File: config.mk
export PLATFORM = sky130hd
export DESIGN_NAME = wave_pwm_dac
export DESIGN_NICKNAME = d
export VERILOG_FILES = /design/src/rtl/wave_pkg.sv /design/src/rtl/wave_pwm_core.sv /design/src/rtl/wave_pwm_dac.sv
export SDC_FILE = /design/constraint.sdc
export NUM_CORES = 1
export LEC_CHECK = 0
export ABC_AREA = 0
export CAP_MARGIN = 10
export CORE_ASPECT_RATIO = 1.4
export CORE_MARGIN = 1.5
export CORE_UTILIZATION = 42
export DETAILED_ROUTE_END_ITERATION = 8
export MAX_ROUTING_LAYER = met4
export PLACE_DENSITY = 0.63
export SLEW_MARGIN = 5
export SYNTH_ARGS = -nofsm -noshare
export SYNTH_HDL_FRONTEND = slang
export SYNTH_SLANG_ARGS = --single-unit
File: constraint.sdc
create_clock -name clk -period 1.5 [get_ports clk]
set_input_delay 0.3 -clock clk [delete_from_list [all_inputs] [get_ports clk]]
set_output_delay 0.3 -clock clk [all_outputs]
set_load 0.01 [all_outputs]
File: src/rtl/wave_pkg.sv
// Shared constants and types for the wave PWM DAC.
// Holds the default sample width and the sample type.
package wave_pkg;

  localparam int WAVE_WIDTH = 8;

  typedef logic [WAVE_WIDTH-1:0] sample_t;

endpackage

File: src/rtl/wave_pwm_core.sv
// PWM core: period counter, duty comparator, optional sigma-delta.
// Sigma-delta path is built only with WAVE_PWM_DAC_SD_EN defined.
module wave_pwm_core
  import wave_pkg::*;
#(
  parameter int WIDTH = WAVE_WIDTH
) (
  input  logic             clk,
  input  logic             rst,
  input  logic             ena,
`ifdef WAVE_PWM_DAC_SD_EN
  input  logic             sd_mode,
`endif
  input  logic [WIDTH-1:0] active,
  output logic             wrap,
  output logic             pwm_out,
  output logic             period_start
);

  localparam logic [WIDTH-1:0] CNT_MAX = '1;

  logic [WIDTH-1:0] cnt;
  logic             pwm_next;

  assign wrap = ena && (cnt == CNT_MAX);

`ifdef WAVE_PWM_DAC_SD_EN
  logic [WIDTH-1:0] acc;
  logic [WIDTH:0]   sum;
  logic             sd_q;

  assign sum = {1'b0, acc} + {1'b0, active};

  // Accumulator restarts from zero whenever the mode flips.
  always_ff @(posedge clk or posedge rst) begin
    if (rst) begin
      acc  <= '0;
      sd_q <= 1'b0;
    end else begin
      sd_q <= sd_mode;
      if (sd_mode != sd_q)
        acc <= '0;
      else if (ena && sd_mode)
        acc <= sum[WIDTH-1:0];
    end
  end

  // Carry out is the bitstream in sigma-delta mode.
  always_comb begin
    pwm_next = (cnt < active);
    if (sd_mode)
      pwm_next = sum[WIDTH];
  end
`else
  // Plain PWM compare.
  always_comb begin
    pwm_next = (cnt < active);
  end
`endif

  // Free-running period counter, frozen while disabled.
  always_ff @(posedge clk or posedge rst) begin
    if (rst)
      cnt <= '0;
    else if (ena)
      cnt <= cnt + WIDTH'(1);
  end

  // Registered output bit and period marker.
  always_ff @(posedge clk or posedge rst) begin
    if (rst) begin
      pwm_out      <= 1'b0;
      period_start <= 1'b0;
    end else begin
      period_start <= wrap;
      if (ena)
        pwm_out <= pwm_next;
    end
  end

endmodule

File: src/rtl/wave_pwm_dac.sv
// Wave PWM DAC top: sample handshake, hold/active duty, underrun.
// Define WAVE_PWM_DAC_SD_EN to add the sd_mode sigma-delta input.
module wave_pwm_dac
  import wave_pkg::*;
#(
  parameter int WIDTH = WAVE_WIDTH
) (
  input  logic             clk,
  input  logic             rst,
  input  logic             ena,
`ifdef WAVE_PWM_DAC_SD_EN
  input  logic             sd_mode,
`endif
  input  logic [WIDTH-1:0] sample_in,
  input  logic             sample_valid,
  output logic             sample_ready,
  output logic             pwm_out,
  output logic             period_start,
  output logic             underrun,
  input  logic             clr_underrun
);

  logic [WIDTH-1:0] hold;
  logic [WIDTH-1:0] active;
  logic             hold_full;
  logic             accept;
  logic             wrap;

  assign sample_ready = !hold_full;
  assign accept       = sample_valid && !hold_full;

  // Hold register feeds the active duty at each period boundary.
  always_ff @(posedge clk or posedge rst) begin
    if (rst) begin
      hold      <= '0;
      hold_full <= 1'b0;
      active    <= '0;
    end else if (wrap && hold_full) begin
      active    <= hold;
      hold_full <= 1'b0;
    end else if (accept) begin
      hold      <= sample_in;
      hold_full <= 1'b1;
    end
  end

  // Sticky underrun; a new underrun beats a clear.
  always_ff @(posedge clk or posedge rst) begin
    if (rst)
      underrun <= 1'b0;
    else if (wrap && !hold_full)
      underrun <= 1'b1;
    else if (clr_underrun)
      underrun <= 1'b0;
  end

  wave_pwm_core #(
    .WIDTH(WIDTH)
  ) u_core (
    .clk         (clk),
    .rst         (rst),
    .ena         (ena),
`ifdef WAVE_PWM_DAC_SD_EN
    .sd_mode     (sd_mode),
`endif
    .active      (active),
    .wrap        (wrap),
    .pwm_out     (pwm_out),
    .period_start(period_start)
  );

endmodule

==> metrics, run 1 <==
Yosys cell types 27; Logic pwr share 0.262; drt wl/cell around 13 um; worst setup path startpoint u_core.cnt[0]$_DFFE_PP0P_; Initial Utilization 0.446; top cell type's share of synthesized area 0.546; final instance area 0.00166 sq mm; Chip Width 49.7 um; fin worst setup slack 0.104 ns; clk_skew 0.00320 ns; Total Routed Length 2.14 mm; fraction of layout cells with a size suffix above 1 0.292; cell internal pwr 1.58 mW; total number of vias 812; worst flop-to-flop path startpoint u_core.cnt[0]$_DFFE_PP0P_; Detailed Routing Iterations Pass 1 3; WP data required 1.67 ns; switch share 0.278; antenna cell count 0; Syn. warnings 0; CP Data Arrival Time approximately 1.6 ns; # setup viols final 0; placed instance area ~0.0016 sq mm; Net Count, Synth 120; CTS Sinks 28; # port buffers 16; max_cap viols 0; DIE HEIGHT approximately 68 um; area leader, netlist dfrtp_1; Slew Limit Fails 0; Worst VDD drop between 0.7 and 0.8 mV; #FFs+latches synth 28; Reg clk slew, reported paths around 0.09 ns; first-pass GRT wire length 3.82 mm; Startpoint Class flip-flop; Leakage Power between 0.8 and 0.9 nW; Inst Count DP 160; synthesized area 0.00128 sq mm; fmax 717 MHz; vias per cell 4.86; CTS H-tree depth 1; CTS max path bufs 2; Crit. End Element flip-flop; IO Pins 17; DRT antenna net count 0; Post-Synthesis Mean Instance Area roughly 13 sq um; Tot GR Track Use 0.154; Non-Filler Instances 167; largest net degree at the start of global routing 29; vias in the first global route roughly 870; PD cells 1310 mW/mm^2; root buf cell clkbuf_8; Cell Rows 23; synth top area cells dfrtp_1 55%, mux2_2 14%, ha_1 7.8%; core box area ~0.0029 sq mm; CTS tree built; RSZ-0062 raised after global routing no; initial antenna violation count 0; fin crit period around 1.4 ns; final worst-path cycle share 0.930; CP Class reg2reg; Slew HR 0.778; worst hold path class in2async; final hold vios 0; clock latency on the worst-skew pair around 0.27 ns; pre-CTS WS -0.167 ns; Post-Route Setup TNS 0 ns; Reg power frac 0.468; layout net count approximately 150; sequential-to-total area share from yosys stat 0.546; total gr overflow 0; Die Area 0.00340 sq mm; status finished clean; CP Max Fanout 9; CTS Buf Count 3; Clock power frac 0.270; WHS about 0.40 ns; 1st-iter DRT viols 21; Sw Pwr 0.606 mW; DR DRC count 0; fill count 266; area grow syn2layout 29.8%; Mapped Cells 99; GPL Wtd Cong 0.790; DP HPWL 1.73 mm; Slew @ Worst Pin about 0.33 ns
[routing by layer]
metal / vias to the layer above / global-route usage / wire length, um / part of all wire
met2: 13 / 0.290 / 1180 / 0.55
met1: 394 / 0.161 / 848 / 0.40
met5: - / - / 0 / 0
li1: 398 / - / - / -
met3: 7 / 0.0218 / 55 / 0.026
met4: 0 / 0.0625 / 48 / 0.022
[final timing paths]
check / endpoint / slack, ns / cells after the start
setup / recovery: active[7]$_DFFE_PP0P_ / 0.10 / 5
hold / removal: hold[6]$_DFFE_PP0P_ / 0.40 / 3
setup reg to reg: active[7]$_DFFE_PP0P_ / 0.10 / 5
hold reg to reg: active[7]$_DFFE_PP0P_ / 0.51 / 1
max in group asynchronous: u_core.cnt[3]$_DFFE_PP0P_ / 0.82 / 3
min in group clk: active[7]$_DFFE_PP0P_ / 0.51 / 1
[state kept, by name (all words and copies together), names as in the netlist]
register             count
hold                     8
u_core.cnt               8
hold_full                1
active                   8
underrun                 1
u_core.pwm_out           1
u_core.period_start      1
[per-stage QoR]
stage	utilization	total power [mW]
2_1_floorplan	-	1.32
3_3_place_gp	0.540	1.51
3_5_place_dp	0.540	1.55
4_1_cts	0.564	2.14
5_1_grt	0.578	2.34
6_report	0.578	2.18
[layout make-up]
| type | count | area [sq um] | share of cell area |
|---|---|---|---|
| clock inverter | 1 | 30.0 | 0.0180 |
| sequential | 28 | 702 | 0.422 |
| multi-input combinational | 58 | 543 | 0.326 |
| inverter | 12 | 45.0 | 0.0271 |
| timing repair buffer | 28 | 256 | 0.154 |
| clock buffer | 3 | 41.3 | 0.0248 |
| tap | 37 | 46.3 | 0.0278 |
[power by group through the flow]
stage,Combinational [mW],Sequential (mW),Clock [mW]
2_1_floorplan,0.311,1.01,0
3_3_place_gp,0.491,1.02,0
3_5_place_dp,0.530,1.02,0
4_1_cts,0.530,1.01,0.604
5_1_grt,0.654,1.05,0.637
6_report,0.572,1.02,0.590
[kinds of logic after synthesis]
group	after synthesis	share of synthesized area
AO/OA/AOI/OAI	6	0.0341
XOR/XNOR	7	0.0478
adder cells (fa/ha/maj)	8	0.0781
buffers and inverters	13	0.0380
flip-flops	28	0.546
multiplexers	17	0.152
AND/OR/NAND/NOR	20	0.103
[synth_stat cells, drive strengths merged]
cell / n
a2111oi: 1
a21oi: 1
nor2: 1
and4b: 1
nand4: 3
mux2: 17
nand2b: 1
o311ai: 1
xor2: 2
nand3: 3
o21a: 1
a22o: 1
o21ai: 1
dfrtp: 28
and3: 1
inv: 12
ha: 8
nor2b: 2
nand2: 6
nor3: 2
clkbuf: 1
xnor2: 5
[critical path, cell delays in order (launching register included)]
cell and delay (ns):
dfrtp_1 0.40, ha_1 0.20, nand2_2 0.08, nor3_4 0.17, nand2_4 0.13, mux2_4 0.31
[repair_timing]
item                                    CTS  global route
gates cloned                              0             0
endpoints found under the setup margin    1            12
gates resized for setup                   1             6
hold buffers                              0             0
pin swaps                                 0             1
buffers inserted                          0             3
[layout by cell type, fill, tap and decap left out, drive strengths merged]
cell,n
a2111oi,1
a21oi,1
a22o,1
and3,1
and4b,1
buf,12
bufinv,1
clkbuf,3
clkdlybuf4s50,12
dfrtp,28
dlygate4sd2,1
dlymetal6s2s,3
ha,8
inv,12
mux2,17
nand2,6
nand2b,1
nand3,3
nand4,3
nor2,1
nor2b,2
nor3,2
o21a,1
o21ai,1
o311ai,1
xnor2,5
xor2,2
(Power assumes the default switching activity.)
==> inputs of run 2 (changes only) <==
CTS_BUF_LIST = sky130_fd_sc_hd__clkbuf_2 sky130_fd_sc_hd__clkbuf_4 sky130_fd_sc_hd__clkbuf_8   (was not set)
==> results of run 2 <==
No change in the layout: final DEF, timing and power equal those of run 1.
==> inputs of run 3 (changes only) <==
CORE_UTILIZATION = 35   (was 42)
PLACE_DENSITY = 0.54   (was 0.63)
==> metrics, run 3 (same netlist as run 1, synthesis figures left out) <==
status finished clean; Cell Rows 25; CP Class reg2out; vias per cell 4.86; fin worst setup slack 0.0711 ns; most frequent cells in the layout 26 x dfrtp_1, 16 x mux2_2, 13 x clkdlybuf4s50_1, 12 x inv_1, 10 x buf_4; initial antenna violation count 0; Tot GR Track Use 0.136; Detailed Routing Iterations Pass 1 3; RSZ-0062 raised after global routing no; Crit. End Element output pin; # setup viols final 0; Leakage Power 0.794 nW; Initial Utilization 0.373; Die Area 0.00404 sq mm; DRT antenna net count 0; final hold vios 0; hold buffer count at cts 0; critical path, cell by cell clkdlybuf4s50_1; DP HPWL 1.66 mm; drt wl/cell 13.1 um; area grow syn2layout 26.0%; CP top delay family buffers and inverters; fmax 700 MHz; CTS tree built; GPL Wtd Cong ~0.87; WHS 0.389 ns; first-pass GRT wire length 3.82 mm; CTS Buf Count 3; largest net degree at the start of global routing 29; Slowest Stage Delay on Critical Path 0.53 ns; fin crit period ~1.4 ns; WP data required 1.20 ns; clock latency on the worst-skew pair around 0.27 ns; Total Routed Length roughly 2.2 mm; layout net count 150; Slew @ Worst Pin 0.370 ns; DR DRC count 0; critical-path cell with the highest stage delay clkdlybuf4s50_1; antenna cell count 0; CTS H-tree depth 1; IO Pins 17; total gr overflow 0; Inst Count DP 164; final worst-path cycle share 0.953; core box area 0.00344 sq mm; placed instance area 0.00156 sq mm; pre-CTS WS -0.166 ns; CP Max Fanout 1; fraction of layout cells with a size suffix above 1 0.291; Startpoint Class flip-flop; Chip Width 54.2 um; Non-Filler Instances 167; CTS Sinks 28; final instance area roughly 0.0016 sq mm; total number of vias approximately 810; Worst VDD drop 0.694 mV; DIE HEIGHT 74.6 um; root buf cell clkbuf_8; max_cap viols 0; # port buffers 16; vias in the first global route 818; commonest non-fill, non-tap cell in the layout dfrtp_1; WP buf/inv 1; worst hold path class in2async; CP Data Arrival Time 1.13 ns; Largest regs active x8, hold x8, u_core.cnt x8; 1st-iter DRT viols 6; clk_skew around 0.0033 ns; Slew HR 0.753; Post-Route Setup TNS 0 ns; CTS max path bufs 2; fill count 339; Slew Limit Fails 0; PD cells 1210 mW/mm^2; Reg clk slew, reported paths 0.09 ns
## run 3: cell type report
cell class / instances / area [sq um] / share of cell area
inverter: 12 / 45.0 / 0.0279
sequential: 28 / 703 / 0.435
clock buffer: 3 / 41.3 / 0.0256
timing repair buffer: 26 / 239 / 0.148
multi-input combinational: 58 / 537 / 0.332
tap: 40 / 50.0 / 0.0310
## run 3: report_power, final
part           leakage [nW]  total, mW  internal [mW]  switching [mW]
clock network        0.0216      0.401          0.180           0.221
logic                 0.415      0.536          0.310           0.227
registers             0.358       1.01          0.887           0.127
total                 0.794       1.95           1.38           0.575
## run 3: through the flow
step	util	total power, mW
global route	0.469	2.11
detailed placement	0.455	1.56
CTS	0.466	1.98
global placement	0.455	1.53
floorplan	-	1.32
finish	0.469	1.95
## run 3: worst paths after layout
path,start,endpoint,slack (ns),cells past startpoint
min in group clk,hold[4]$_DFFE_PP0P_,active[4]$_DFFE_PP0P_,0.51,1
max in group asynchronous,rst,u_core.cnt[4]$_DFFE_PP0P_,0.81,3
hold / removal,rst,hold[6]$_DFFE_PP0P_,0.39,3
hold reg to reg,hold[4]$_DFFE_PP0P_,active[4]$_DFFE_PP0P_,0.51,1
setup reg to reg,u_core.cnt[4]$_DFFE_PP0P_,active[7]$_DFFE_PP0P_,0.09,4
setup / recovery,u_core.period_start$_DFF_PP0_,period_start,0.07,1
## run 3: repair_timing
action | CTS | global route
endpoints found under the setup margin | 1 | 11
gates cloned | 0 | 0
pin swaps | 0 | 1
endpoints found under the hold margin | 0 | 0
buffers inserted | 0 | 0
gates resized for setup | 1 | 7
## run 3: worst reg2reg max path, stage by stage, from the launching register on
cell     delay (ns)
dfrtp_2        0.42
nand4_2        0.17
nor3_4         0.27
nand2_4        0.13
mux2_4         0.31
## run 3: routing by layer
layer	GRT usage	part of all wire	up-vias	wire (um)
li1	-	-	398	-
met5	-	0	-	0
met3	0.0238	0.022	4	48
met4	0.0667	0.019	0	42
met1	0.174	0.42	401	915
met2	0.205	0.54	9	1180
